<file path="src/rtl/lbm_macro_readout.sv">
// Lattice readout scanner: walks all cells, reduces the nine distributions to rho/mx/my, streams one record per cell.
// Optional barrier masking is compiled in with `define LBM_READOUT_BARRIER_MASK_EN.
module lbm_macro_readout #(
    parameter int DATA_WIDTH = 16,
    parameter int ADDR_WIDTH = 12,
    parameter int WIDTH      = 64,
    parameter int DEPTH      = 4096
) (
    input  logic                    clk,
    input  logic                    rst,
    input  logic                    start,
    output logic                    busy,
    output logic                    done,
    output logic [ADDR_WIDTH-1:0]   rd_addr,
    input  logic [DATA_WIDTH-1:0]   f0,
    input  logic [DATA_WIDTH-1:0]   fn,
    input  logic [DATA_WIDTH-1:0]   fne,
    input  logic [DATA_WIDTH-1:0]   fe,
    input  logic [DATA_WIDTH-1:0]   fse,
    input  logic [DATA_WIDTH-1:0]   fs,
    input  logic [DATA_WIDTH-1:0]   fsw,
    input  logic [DATA_WIDTH-1:0]   fw,
    input  logic [DATA_WIDTH-1:0]   fnw,
    input  logic                    barrier_in,
    output logic                    out_valid,
    input  logic                    out_ready,
    output logic [ADDR_WIDTH-1:0]   out_index,
    output logic [ADDR_WIDTH-1:0]   out_x,
    output logic [ADDR_WIDTH-1:0]   out_y,
    output logic [DATA_WIDTH+3:0]   out_rho,
    output logic [DATA_WIDTH+3:0]   out_mx,
    output logic [DATA_WIDTH+3:0]   out_my,
    output logic                    out_barrier
);

    localparam int SW    = DATA_WIDTH + 4;
    localparam int REC_W = 3 * ADDR_WIDTH + 3 * SW + 1;
    localparam logic [ADDR_WIDTH-1:0] LAST_IDX = ADDR_WIDTH'(DEPTH - 1);
    localparam logic [ADDR_WIDTH-1:0] LAST_X   = ADDR_WIDTH'(WIDTH - 1);

    typedef enum logic [1:0] {IDLE, SCAN, DRAIN} state_t;

    state_t                 state_reg, state_next;
    logic [ADDR_WIDTH-1:0]  idx_reg, idx_next;
    logic [ADDR_WIDTH-1:0]  x_reg, x_next;
    logic [ADDR_WIDTH-1:0]  y_reg, y_next;

    // Metadata of the read whose data arrives this cycle.
    logic                   inflight_reg;
    logic [ADDR_WIDTH-1:0]  idx_d_reg, x_d_reg, y_d_reg;

    logic [REC_W-1:0]       fifo_mem [2];
    logic [1:0]             count_reg;
    logic                   wr_ptr_reg, rd_ptr_reg;

    logic                   pop, push, issue;
    logic [2:0]             occ;

    logic [DATA_WIDTH-1:0]  f_in [9];
    logic [SW-1:0]          fx   [9];
    logic [SW-1:0]          rho_sum, mx_sum, my_sum;
    logic [SW-1:0]          rho_val, mx_val, my_val;
    logic                   bar_val;
    logic [REC_W-1:0]       rec_in, head;

    assign f_in[0] = f0;
    assign f_in[1] = fn;
    assign f_in[2] = fne;
    assign f_in[3] = fe;
    assign f_in[4] = fse;
    assign f_in[5] = fs;
    assign f_in[6] = fsw;
    assign f_in[7] = fw;
    assign f_in[8] = fnw;

    generate
        for (genvar gi = 0; gi < 9; gi++) begin : g_sext
            assign fx[gi] = {{4{f_in[gi][DATA_WIDTH-1]}}, f_in[gi]};
        end
    endgenerate

    always_comb begin
        rho_sum = '0;
        for (int i = 0; i < 9; i++) begin
            rho_sum = rho_sum + fx[i];
        end
    end

    // Index map: 0 C, 1 N, 2 NE, 3 E, 4 SE, 5 S, 6 SW, 7 W, 8 NW.
    assign mx_sum = (fx[3] + fx[2] + fx[4]) - (fx[7] + fx[8] + fx[6]);
    assign my_sum = (fx[1] + fx[2] + fx[8]) - (fx[5] + fx[4] + fx[6]);

`ifdef LBM_READOUT_BARRIER_MASK_EN
    assign bar_val = barrier_in;
    assign rho_val = bar_val ? '0 : rho_sum;
    assign mx_val  = bar_val ? '0 : mx_sum;
    assign my_val  = bar_val ? '0 : my_sum;
`else
    logic unused_barrier;
    assign unused_barrier = barrier_in;
    assign bar_val = 1'b0;
    assign rho_val = rho_sum;
    assign mx_val  = mx_sum;
    assign my_val  = my_sum;
`endif

    assign rec_in = {idx_d_reg, x_d_reg, y_d_reg, rho_val, mx_val, my_val, bar_val};

    assign out_valid = (count_reg != 2'd0);
    assign head      = out_valid ? fifo_mem[rd_ptr_reg] : '0;
    assign {out_index, out_x, out_y, out_rho, out_mx, out_my, out_barrier} = head;

    assign pop  = out_valid & out_ready;
    assign push = inflight_reg;
    // Counting the in-flight read as occupied guarantees its FIFO slot.
    assign occ   = {1'b0, count_reg} + {2'b00, inflight_reg};
    assign issue = (state_reg == SCAN) && (occ < (3'd2 + {2'b00, pop}));

    assign busy    = (state_reg != IDLE);
    assign rd_addr = idx_reg;

    always_comb begin
        state_next = state_reg;
        idx_next   = idx_reg;
        x_next     = x_reg;
        y_next     = y_reg;
        done       = 1'b0;
        case (state_reg)
            IDLE: begin
                if (start) begin
                    state_next = SCAN;
                    idx_next   = '0;
                    x_next     = '0;
                    y_next     = '0;
                end
            end
            SCAN: begin
                if (issue) begin
                    if (idx_reg == LAST_IDX) begin
                        state_next = DRAIN;
                        idx_next   = '0;
                        x_next     = '0;
                        y_next     = '0;
                    end else begin
                        idx_next = idx_reg + 1'b1;
                        if (x_reg == LAST_X) begin
                            x_next = '0;
                            y_next = y_reg + 1'b1;
                        end else begin
                            x_next = x_reg + 1'b1;
                        end
                    end
                end
            end
            DRAIN: begin
                if (count_reg == 2'd0 && !inflight_reg) begin
                    state_next = IDLE;
                    done       = 1'b1;
                end
            end
            default: state_next = IDLE;
        endcase
    end

    always_ff @(posedge clk or posedge rst) begin
        if (rst) begin
            state_reg    <= IDLE;
            idx_reg      <= '0;
            x_reg        <= '0;
            y_reg        <= '0;
            inflight_reg <= 1'b0;
            idx_d_reg    <= '0;
            x_d_reg      <= '0;
            y_d_reg      <= '0;
        end else begin
            state_reg    <= state_next;
            idx_reg      <= idx_next;
            x_reg        <= x_next;
            y_reg        <= y_next;
            inflight_reg <= issue;
            if (issue) begin
                idx_d_reg <= idx_reg;
                x_d_reg   <= x_reg;
                y_d_reg   <= y_reg;
            end
        end
    end

    always_ff @(posedge clk or posedge rst) begin
        if (rst) begin
            for (int i = 0; i < 2; i++) begin
                fifo_mem[i] <= '0;
            end
            count_reg  <= 2'd0;
            wr_ptr_reg <= 1'b0;
            rd_ptr_reg <= 1'b0;
        end else begin
            if (push) begin
                fifo_mem[wr_ptr_reg] <= rec_in;
                wr_ptr_reg           <= ~wr_ptr_reg;
            end
            if (pop) begin
                rd_ptr_reg <= ~rd_ptr_reg;
            end
            count_reg <= count_reg + {1'b0, push} - {1'b0, pop};
        end
    end

endmodule

</file>
<file path="config.mk">
export PLATFORM = sky130hd
export DESIGN_NAME = lbm_macro_readout
export DESIGN_NICKNAME = d
export VERILOG_FILES = /design/src/rtl/lbm_macro_readout.sv
export SDC_FILE = /design/constraint.sdc
export NUM_CORES = 1
export LEC_CHECK = 0
export ABC_AREA = 0
export CAP_MARGIN = 20
export CORE_MARGIN = 1
export CORE_UTILIZATION = 55
export CTS_BUF_LIST = sky130_fd_sc_hd__clkbuf_4 sky130_fd_sc_hd__clkbuf_8
export DETAILED_ROUTE_END_ITERATION = 16
export GPL_TIMING_DRIVEN = 1
export HOLD_SLACK_MARGIN = 0.15
export PLACE_DENSITY = 0.75
export SYNTH_ARGS = -nofsm -noshare
export SYNTH_HDL_FRONTEND = slang
export SYNTH_SLANG_ARGS = --single-unit
export TNS_END_PERCENT = 5
</file>
<file path="constraint.sdc">
create_clock -name clk -period 20.8 [get_ports clk]
set_input_delay 4.16 -clock clk [delete_from_list [all_inputs] [get_ports clk]]
set_output_delay 4.16 -clock clk [all_outputs]
set_load 0.03 [all_outputs]
</file>
## Word-level counts from Yosys, hierarchy flattened

Index checks and enable logic that the tools add are counted.

- Register bits: 273
- Output and inout bits: 112
- Input bits: 149
- Logic and storage cells: 94

- Reductions and logical operators: 12
- Bitwise operators: 5
- Muxes and demuxes: 26
- Magnitude comparators: 4
- Eq/ne operators: 9
- Add/subtract/negate cells: 25

Operators with widths:

| operator | number |
|---|---|
| 2-to-1 mux 97 bit | 5 |
| bitwise mux 194 bit | 1 |
| 2-to-1 mux 12 bit | 9 |
| demux 97 bit (select 1 bit) | 1 |
| adder 17 x 16 -> 18 bit | 5 |
| adder 16 x 16 -> 17 bit | 5 |
| adder 20 bit | 4 |
| case mux 12 bit (2 select lines) | 3 |
| subtractor 18 x 18 -> 19 bit | 2 |
| adder 12 x 1 -> 12 bit, second input constant | 3 |
| adder 19 x 16 -> 20 bit | 1 |
| adder 18 x 16 -> 19 bit | 1 |
| == test 12 bit, second input constant | 1 |
| == test 12 x 6 -> 1 bit, second input constant | 1 |
| 2-to-1 mux 2 bit | 4 |
| AND reduction 4 bit | 2 |
| inequality test 2 bit, second input constant | 3 |
| case mux 2 bit (3 select lines) | 1 |
| nonzero test 2 bit | 3 |
| greater-or-equal comparator 2 bit, second input constant | 2 |
| zero test 2 bit | 2 |
| NOT 1 -> 2 bit | 2 |
| adder 2 x 1 -> 3 bit | 1 |
| adder 2 x 1 -> 3 bit, first input constant | 1 |
| other kinds (14) | 18 |

## Longest topological paths before layout

Gate-level depths: netlist of the first run.

- Depth in word-level cells: 9
- Depth in mapped cells: 18

## Worst setup path after synthesis of the first run

No wires, ideal clock.

- Path type: input -> register
- Start point: in fsw[2]
- End point: reg fifo_mem[156] (netlist name)
- Required time: 20.731 ns
- Stages on the path: 18
- Data arrival time: 8.260 ns
- Path slack: 12.471 ns
- Library setup time: 0.069 ns
- Cell sequence: inv_1 > fa_1 > inv_1 > fa_1 > inv_1 > fa_1 > fa_1 > inv_1 > ha_1 > inv_1 > fa_1 > nor2b_1 > o31a_1 > o41ai_2 > o211a_1 > o21a_1 > or4_1 > nand3_1

- Cells in the longest elaborated chain, start to end: 4

Ends and longest elaborated chain:

| element | line | source |
|---|---|---|
| start, declared | 21 | `input logic [DATA_WIDTH-1:0] fsw,` |
| adder 20 bit (3 in series) | 85 | `rho_sum = rho_sum + fx[i];` |
| bitwise mux 194 bit | 199 | `fifo_mem[wr_ptr_reg] <= rec_in;` |
| end signal, assigned by index | 199 |  |
| end, declared | 52 | `logic [REC_W-1:0] fifo_mem [2];` |

No other way between the ends.
A chain may end at the register's enable or synchronous reset.

## Worst setup path after layout of the first run

- Start point: in fne[8]
- End point: reg fifo_mem[155] (netlist name)

- Cells in the longest elaborated chain, start to end: 8

Ends and longest elaborated chain:

| element | line | source |
|---|---|---|
| start, declared | 17 | `input logic [DATA_WIDTH-1:0] fne,` |
| adder 17 x 16 -> 18 bit | 85 |  |
| adder 18 x 16 -> 19 bit | 85 |  |
| adder 19 x 16 -> 20 bit | 85 |  |
| adder 20 bit (4 in series) | 85 |  |
| bitwise mux 194 bit | 199 |  |

No other way between the ends.

==> impl_results.md, run 1 <==
- Status: finished, final reports clean
- NumNets Final: roughly 2.9k
- Syn avg cell area: ~9.3 µm²
- #FFs+latches synth: roughly 270
- Die height: 196 µm
- Total Power: a little over 4000 µW
- Vias: ~16k
- Largest net degree at the start of global routing: 127
- Clock Skews: around 0.025 ns
- Synth warn: 0
- # setup viols final: 0
- Final HPWL DP: 37300 µm
- Antenna violation net count after detailed routing: 0
- Sequential Area: 6690 µm²
- CTS tree: done
- Max FFs per register: roughly 190
- Crit path time final: around 9.0 ns
- RD Place Congestion: 0.883
- Clock tree sinks: ~270
- Post-CTS Setup Bufs: 0
- N_diodes: 0
- Post-route DRC: 0
- Multi-input gate area: around 12000 µm²
- Chip Width: 196 µm
- Most frequent cells in the layout: nand2_1, inv_1, dfrtp_1
- Routed vias/inst: 5.34
- Hold Path Class: reg -> reg
- Worst hold slack: roughly 0.47 ns
- Row cnt: 70
- Worst IR Drop VDD: 0.141 mV
- Post-CTS Resized: 0
- Initial antenna violation count: 1
- Vias in the first global route: 16.7k
- Worst Setup End Kind: flip-flop
- Worst skew pair latency: roughly 0.57 ns
- Ys flop type: dfrtp_1
- DRT iter0 DRCs: ~1.2k
- # IOs: ~260
- Setup TNS: 0 ns
- Worst Path Max Fanout: 7
- Slew Viols, Final: 0
- Routed WL: roughly 49000 µm
- Mapped Cells: roughly 2.2k
- Syn Std Cell Area: 20700 µm²
- Die area: 38400 µm²
- TritonCTS buffer count: 45
- RSZ-0062 raised after global routing: false
- PD cells: 163 nW/µm²
- Clock-pin slew on the worst setup and hold paths: about 0.06 ns
- Initial Utilization: between 50% and 60%
- Max Cap Viol: 0
- Hold Violations, Final: 0
- Pre-Repair DR Iteration Count: 6
- Filler cells: between 2k and 3k
- Remaining Overflow, GRT: 0
- Worst EP required: around 21 ns
- Post-synth EDFFs: 0
- Synth Net Count: 2679
- First-pass GRT wire length: between 80000 and 90000 µm
- Post-synthesis sequential area ratio: 32.3%
- Fmax: 0.112 GHz
- CTS Hold Bufs: 0
- Leak: approximately 0.013 µW
- GRT Total Usage: ~27%
- Core ar.: about 37000 µm²
- Clock buffer depth: 3
- Biggest register: fifo_mem
- Post-synth cell types: 65
- Worst setup SP type: primary input
- Root Driver: clkbuf_8
- Worst-Margin Slew: about 1 ns
- Port bufs: between 200 and 300
- Post-synth ARST share: 100%
- WP data arrival: about 9.4 ns
- Area grow syn2layout: 19.0%
- WL per Instance: between 15 and 20 µm
- Layout cells sized above 1: under 10%
- Commonest non-fill, non-tap cell in the layout: nand2_1
- Final period utilization: a little over two fifths
- H-tree depth: 2
- Worst Path Class, Setup: in -> reg
- Slew headroom: 33.2%
[layer usage]
| metal | vias up | wire length (µm) | GRT usage, % |
|---|---|---|---|
| li1 | 7418 | - | - |
| met1 | 7745 | 21300 | 36.1 |
| met2 | 486 | 23400 | 44.8 |
| met3 | 111 | 2550 | 3.64 |
| met4 | 0 | 1860 | 10.8 |
| met5 | - | 0 | 0 |
[power by group]
group          leakage, µW  total (µW)  internal, µW  switching [µW]
Combinational      0.00863        2750          1070            1690
Clock             0.000493         485           271             213
Sequential         0.00349         781           680             101
Total               0.0126        4020          2020            2000
[critical path, cell delays in order]
cell	delay (ns)
clkdlybuf4s50_1	0.57
inv_1	0.08
fa_1	0.48
inv_1	0.05
fa_1	0.52
fa_1	0.55
inv_1	0.05
fa_1	0.57
inv_1	0.05
ha_1	0.38
and3_1	0.25
and3_1	0.18
a31oi_1	0.50
a2111oi_0	0.24
nor4b_1	0.38
xor2_1	0.24
o21ai_0	0.13
[worst paths after layout]
path / to / depth (start not counted) / start / slack, ns
worst max-delay path: fifo_mem[155]$_DFFE_PP0P_ / 17 / fne[8] / 11.84
worst min register to register: fifo_mem[61]$_DFFE_PP0P_ / 2 / fifo_mem[61]$_DFFE_PP0P_ / 0.47
max in group asynchronous: rd_ptr_reg$_DFFE_PP0P_ / 3 / rst / 15.05
min in group asynchronous: fifo_mem[71]$_DFFE_PP0P_ / 2 / rst / 4.16
worst max register to register: y_reg[11]$_DFFE_PP0P_ / 8 / rd_addr[0]$_DFFE_PP0P_ / 17.83
worst min-delay path: fifo_mem[61]$_DFFE_PP0P_ / 2 / fifo_mem[61]$_DFFE_PP0P_ / 0.47
[logic make-up (layout without fill, tap and decap cells)]
family                     Yosys count  count (layout)  synth area share, %
AOI/OAI and AO/OA                  288             288                 8.55
buffers and inverters              483             748                 8.86
and+or+nand+nor                    688             688                 14.0
xor gates and xnor gates            53              53                 2.24
muxes                              128             128                 6.38
DFF                                267             267                 32.3
adders and majority gates          311             311                 27.7
other                                1               1               0.0181
[synth_stat cells (8+ instances only)]
cell      number  area (µm²)
a21o_1        19         143
buf_2          8        40.0
and3_1        14        87.6
buf_1         15        56.3
clkbuf_1      53         199
o31ai_1       20         150
nor3_1        20         100
nor2_1       143         537
ha_1          65         813
xor2_1        34         298
fa_1         246        4920
dfrtp_1      267        6680
nand2b_1      10        62.6
mux2_2        31         349
xnor2_1       19         166
nand2_1      427        1600
nand3_1       18        90.1
mux2i_1       97         971
a31oi_1        9        56.3
o21ai_0      142         711
nand4_1       14        87.6
inv_1        404        1520
a21oi_1       35         175
o21a_1        10        75.1
[final cells by class]
type	instances	share of cell area (%)
Clock buffer	68	3.42
Multi-Input combinational cell	1469	49.6
Clock inverter	7	0.330
Inverter	404	6.19
Tap cell	468	2.38
Timing Repair Buffer	269	10.9
Sequential cell	267	27.1
[per-stage QoR]
stage / utilization [%] / cells / setup slack (ns) / instance area [µm²]
after detailed placement: 64.4 / 2876 / 11.33 / 23700
after floorplan: - / 2219 / 9.29 / 20700
after global routing: 66.9 / 2952 / 11.66 / 24600
final: 66.9 / 2952 / 11.84 / 24600
after global placement: 64.4 / 2876 / 11.38 / 23700
after CTS: 66.9 / 2951 / 11.93 / 24600
Power figures use the tool's default switching activity.
==> inputs of run 2 (changes only) <==
Clock period 20.8 ns to 9.4 ns, I/O delays scaled along.
==> run 2 against run 1 <==
Setup slack worse by 9.0 ns. Hold slack barely moved. Via count is essentially flat. Combinational power grew 120%. Clock skew fell by 0.0083 ns. Sequential cell count unchanged. Register-to-register slack lost 11 ns. Highest routed layer unchanged.
==> impl_results.md, run 2 (same netlist as run 1, synthesis figures left out) <==
- Worst Path Class, Setup: in -> reg
- Commonest non-fill, non-tap cell in the layout: nand2_1
- Slew Viols, Final: 0
- TritonCTS buffer count: 45
- RSZ-0062 raised after global routing: false
- WP data arrival: 6.97 ns
- Worst reg2reg setup slack: between 6 and 7 ns
- Root Driver: clkbuf_8
- Most frequent cells in the layout: nand2_1, inv_1, dfrtp_1
- Slew headroom: 29.8%
- First-pass GRT wire length: approximately 83000 µm
- Worst setup SP type: primary input
- Post-CTS Setup Bufs: 0
- Worst Path Max Fanout: 4
- CTS tree: done
- N_diodes: 0
- Post-route DRC: 0
- H-tree depth: 2
- Row cnt: 70
- DRT iter0 DRCs: 976
- Post-CTS Resized: 0
- RD Place Congestion: approximately 0.88
- Clock-pin slew on the worst setup and hold paths: about 0.060 ns
- Port bufs: 258
- Filler cells: roughly 3.0k
- Antenna violation net count after detailed routing: 0
- Final HPWL DP: around 37000 µm
- Initial antenna violation count: 0
- Final instance area: 24700 µm²
- Worst skew pair latency: ~0.54 ns
- GRT Total Usage: between 20% and 30%
- Layout cells sized above 1: around 5.9%
- Core ar.: 36800 µm²
- Hold Path Class: reg -> reg
- Clock tree sinks: 267
- Worst hold slack: between 0.4 and 0.5 ns
- CTS Hold Bufs: 0
- Vias in the first global route: 16.6k
- Clock buffer depth: 3
- Routed vias/inst: roughly 5.3
- Routed WL: around 49000 µm
- Chip Width: around 200 µm
- Die height: roughly 200 µm
- Post-Place Worst Slack: roughly 2.3 ns
- Pre-Repair DR Iteration Count: 6
- WL per Instance: 16.5 µm
- Worst IR Drop VDD: around 0.36 mV
- Setup TNS: 0 ns
- Area grow syn2layout: 19.2%
- Vias: 15.8k
- Initial Utilization: between 50% and 60%
- Biggest register: fifo_mem
- Die area: between 30000 and 40000 µm²
- Worst Setup End Kind: flip-flop
- Max Cap Viol: 0
- Max FFs per register: approximately 190
- Total Power: 8910 µW
- Dpl cell area: approximately 24000 µm²
- Leak: around 0.013 µW
- Worst-Margin Slew: 1.05 ns
- Status: finished, final reports clean
- Fmax: between 0.15 and 0.2 GHz
- NumNets Final: 2916
- Largest net degree at the start of global routing: roughly 130
- Clock Skews: 0.0165 ns
- # IOs: about 260
- Worst EP required: 9.80 ns
- # setup viols final: 0
- Hold Violations, Final: 0
- PD cells: between 300 and 400 nW/µm²
- Crit path time final: 6.57 ns
- Remaining Overflow, GRT: 0
- Worst Slack Setup Final: 2.83 ns
- Final period utilization: between 60% and 70%
## run 2: worst paths after layout
kind                                                 from                        end  cells past startpoint
min in group asynchronous                             rst   fifo_mem[71]$_DFFE_PP0P_                      2
worst max-delay path                               fsw[2]  fifo_mem[150]$_DFFE_PP0P_                     19
worst max register to register     rd_addr[0]$_DFFE_PP0P_      y_reg[10]$_DFFE_PP0P_                      8
worst min-delay path            fifo_mem[168]$_DFFE_PP0P_  fifo_mem[168]$_DFFE_PP0P_                      2
worst min register to register  fifo_mem[168]$_DFFE_PP0P_  fifo_mem[168]$_DFFE_PP0P_                      2
max in group asynchronous                             rst       y_reg[8]$_DFFE_PP0P_                      3
## run 2: per-layer routing
layer  part of all wire, %  GRT usage [%]
met1                    43           36.1
met2                    49           45.7
met3                   5.1           3.42
met4                   2.8           8.22
met5                     0              0
## run 2: metrics by stage
step / instances / utilization (%)
after floorplan: 2219 / -
after global placement: 2875 / 64.3
after detailed placement: 2875 / 64.3
after CTS: 2955 / 66.9
after global routing: 2957 / 67.1
final: 2957 / 67.1
## run 2: layout make-up
class / instances / area, µm² / area share (%)
clock buffer: 74 / 918 / 3.72
multi-input combinational: 1469 / 12200 / 49.5
inverter: 404 / 1520 / 6.18
tap: 468 / 586 / 2.37
clock inverter: 6 / 42.5 / 0.172
sequential: 267 / 6690 / 27.1
timing repair buffer: 269 / 2700 / 10.9
## run 2: critical path, cell delays in order
cell	delay [ns]
clkdlybuf4s50_1	0.50
inv_1	0.07
fa_1	0.56
inv_1	0.08
fa_1	0.52
inv_1	0.06
fa_1	0.51
fa_1	0.51
inv_1	0.05
ha_1	0.20
inv_1	0.08
fa_1	0.20
nor2b_1	0.07
o31a_1	0.28
o41ai_2	0.53
a21boi_0	0.17
o21ai_0	0.24
nor3b_1	0.34
o31ai_1	0.12
## run 2: report_power, final
group	switching, µW	leakage (µW)	total [µW]	internal (µW)
Clock	464	0.000513	1080	618
Combinational	3690	0.00863	6050	2360
Sequential	269	0.00349	1770	1500
Total	4420	0.0126	8910	4490
==> inputs of run 3 (changes only) <==
Clock period 9.4 ns to 6.6 ns, I/O delays scaled along.
==> run 3 against run 2 <==
First-iteration DRC count is 2.9% lower. Via count is 0.11% lower. Non-clock buffer count is 5 higher. Global-route usage is 0.098 points lower. Power is 43% higher. Sequential power is 43% higher. Sequential cell count stayed put. Critical endpoint is now fifo_mem[156]$_DFFE_PP0P_. Clock power is 44% higher. Critical path type unchanged. Critical path depth is 1 higher. Utilization is 0.20 points higher. Combinational power is 43% higher. Clock skew is 0.0096 ns higher.
==> impl_results.md, run 3 (same netlist as run 1, synthesis figures left out) <==
- TritonCTS buffer count: between 40 and 50
- Commonest non-fill, non-tap cell in the layout: nand2_1
- Final period utilization: 90.0%
- Crit path time final: roughly 6 ns
- Worst skew pair latency: between 0.5 and 0.6 ns
- Hold Violations, Final: 0
- WP data arrival: between 6 and 7 ns
- Routed vias/inst: approximately 5.3
- Leak: roughly 0.013 µW
- Vias in the first global route: 16.7k
- Port bufs: ~260
- CTS tree: done
- DRT iter0 DRCs: between 900 and 1k
- Routed WL: roughly 49000 µm
- Post-CTS Resized: 0
- Most frequent cells in the layout: nand2_1, inv_1, dfrtp_1
- Hold Path Class: reg -> reg
- RD Place Congestion: between 0.8 and 0.9
- First-pass GRT wire length: around 82000 µm
- # setup viols final: 0
- Pre-Repair DR Iteration Count: 5
- Worst EP required: just over 7 ns
- Worst Slack Setup Final: 0.660 ns
- Worst IR Drop VDD: ~0.50 mV
- Clock Skews: about 0.026 ns
- Worst Path Max Fanout: 4
- Root Driver: clkbuf_8
- Dpl cell area: between 20000 and 25000 µm²
- Initial Utilization: 56.3%
- Slew Viols, Final: 0
- # IOs: ~260
- Vias: ~16k
- Area grow syn2layout: 19.5%
- PD cells: 516 nW/µm²
- WL per Instance: 16.4 µm
- Biggest register: fifo_mem
- Die area: between 30000 and 40000 µm²
- Core ar.: approximately 37000 µm²
- Final HPWL DP: approximately 37000 µm
- Post-CTS Setup Bufs: 0
- Max Cap Viol: 0
- Status: finished, final reports clean
- Chip Width: 196 µm
- Clock buffer depth: 3
- Clock-pin slew on the worst setup and hold paths: about 0.060 ns
- Remaining Overflow, GRT: 0
- Initial antenna violation count: 0
- Slew headroom: 24.3%
- Row cnt: 70
- Layout cells sized above 1: approximately 6.1%
- Worst Path Class, Setup: in -> reg
- GRT Total Usage: between 20 and 30%
- Worst setup SP type: primary input
- Worst-Margin Slew: between 1 and 1.5 ns
- Fmax: roughly 0.17 GHz
- Worst Setup End Kind: flip-flop
- CTS Hold Bufs: 0
- Antenna violation net count after detailed routing: 0
- Max FFs per register: roughly 190
- NumNets Final: 2921
- Die height: approximately 200 µm
- Clock tree sinks: between 200 and 300
- Largest net degree at the start of global routing: roughly 170
- Final instance area: about 25000 µm²
- Post-route DRC: 0
- Post-Place Worst Slack: 0.119 ns
- Setup TNS: 0 ns
- RSZ-0062 raised after global routing: false
- N_diodes: 0
- H-tree depth: 2
[run 3: path summary, 6_finish.rpt]
path                                           start                        end  slack, ns  cells past startpoint
setup / recovery                              fsw[2]  fifo_mem[156]$_DFFE_PP0P_       0.66                     20
hold / removal             fifo_mem[159]$_DFFE_PP0P_  fifo_mem[159]$_DFFE_PP0P_       0.47                      2
setup reg to reg              rd_addr[0]$_DFFE_PP0P_       y_reg[3]$_DFFE_PP0P_       3.62                      8
hold reg to reg            fifo_mem[159]$_DFFE_PP0P_  fifo_mem[159]$_DFFE_PP0P_       0.47                      2
max in group asynchronous                        rst    fifo_mem[7]$_DFFE_PP0P_       4.15                      3
min in group asynchronous                        rst   fifo_mem[75]$_DFFE_PP0P_       1.17                      2
[run 3: worst max-delay path, cell delays in order]
cell and delay [ns]:
clkdlybuf4s50_1 0.50, inv_1 0.07, fa_1 0.54, inv_1 0.08, fa_1 0.51, inv_1 0.06, fa_1 0.58, fa_1 0.42
inv_1 0.07, ha_1 0.16, inv_1 0.05, fa_1 0.40, nor2b_1 0.19, o31a_1 0.22, o41ai_2 0.08, buf_4 0.16
o211a_1 0.24, o21a_1 0.23, or4_1 0.47, nand3_1 0.08
[run 3: through the flow]
| step | total power, µW | instances | util [%] | hold slack [ns] |
|---|---|---|---|---|
| global placement | 10900 | 2879 | 64.4 | 0.456 |
| finish | 12800 | 2962 | 67.3 | 0.472 |
| floorplan | 8480 | 2219 | - | 0.445 |
| CTS | 12800 | 2959 | 67.1 | 0.475 |
| detailed placement | 11100 | 2879 | 64.4 | 0.461 |
| global route | 13800 | 2962 | 67.3 | 0.487 |
[run 3: layout make-up]
class	instances	area, µm²
tap	468	586
fill	2972	12000
timing repair buffer	274	2770
multi-input combinational	1469	12200
inverter	404	1520
sequential	267	6690
clock inverter	11	92.6
clock buffer	69	875
[run 3: report_power, final]
part / internal [µW] / switching, µW
registers: 2140 / 389
clock network: 888 / 666
logic: 3420 / 5270
[run 3: per-layer routing]
metal  track usage (%)  part of all wire, %
met1              35.8                   43
met2              45.7                   49
met3              3.21                  4.9
met4              8.68                  3.0
met5                 0                    0
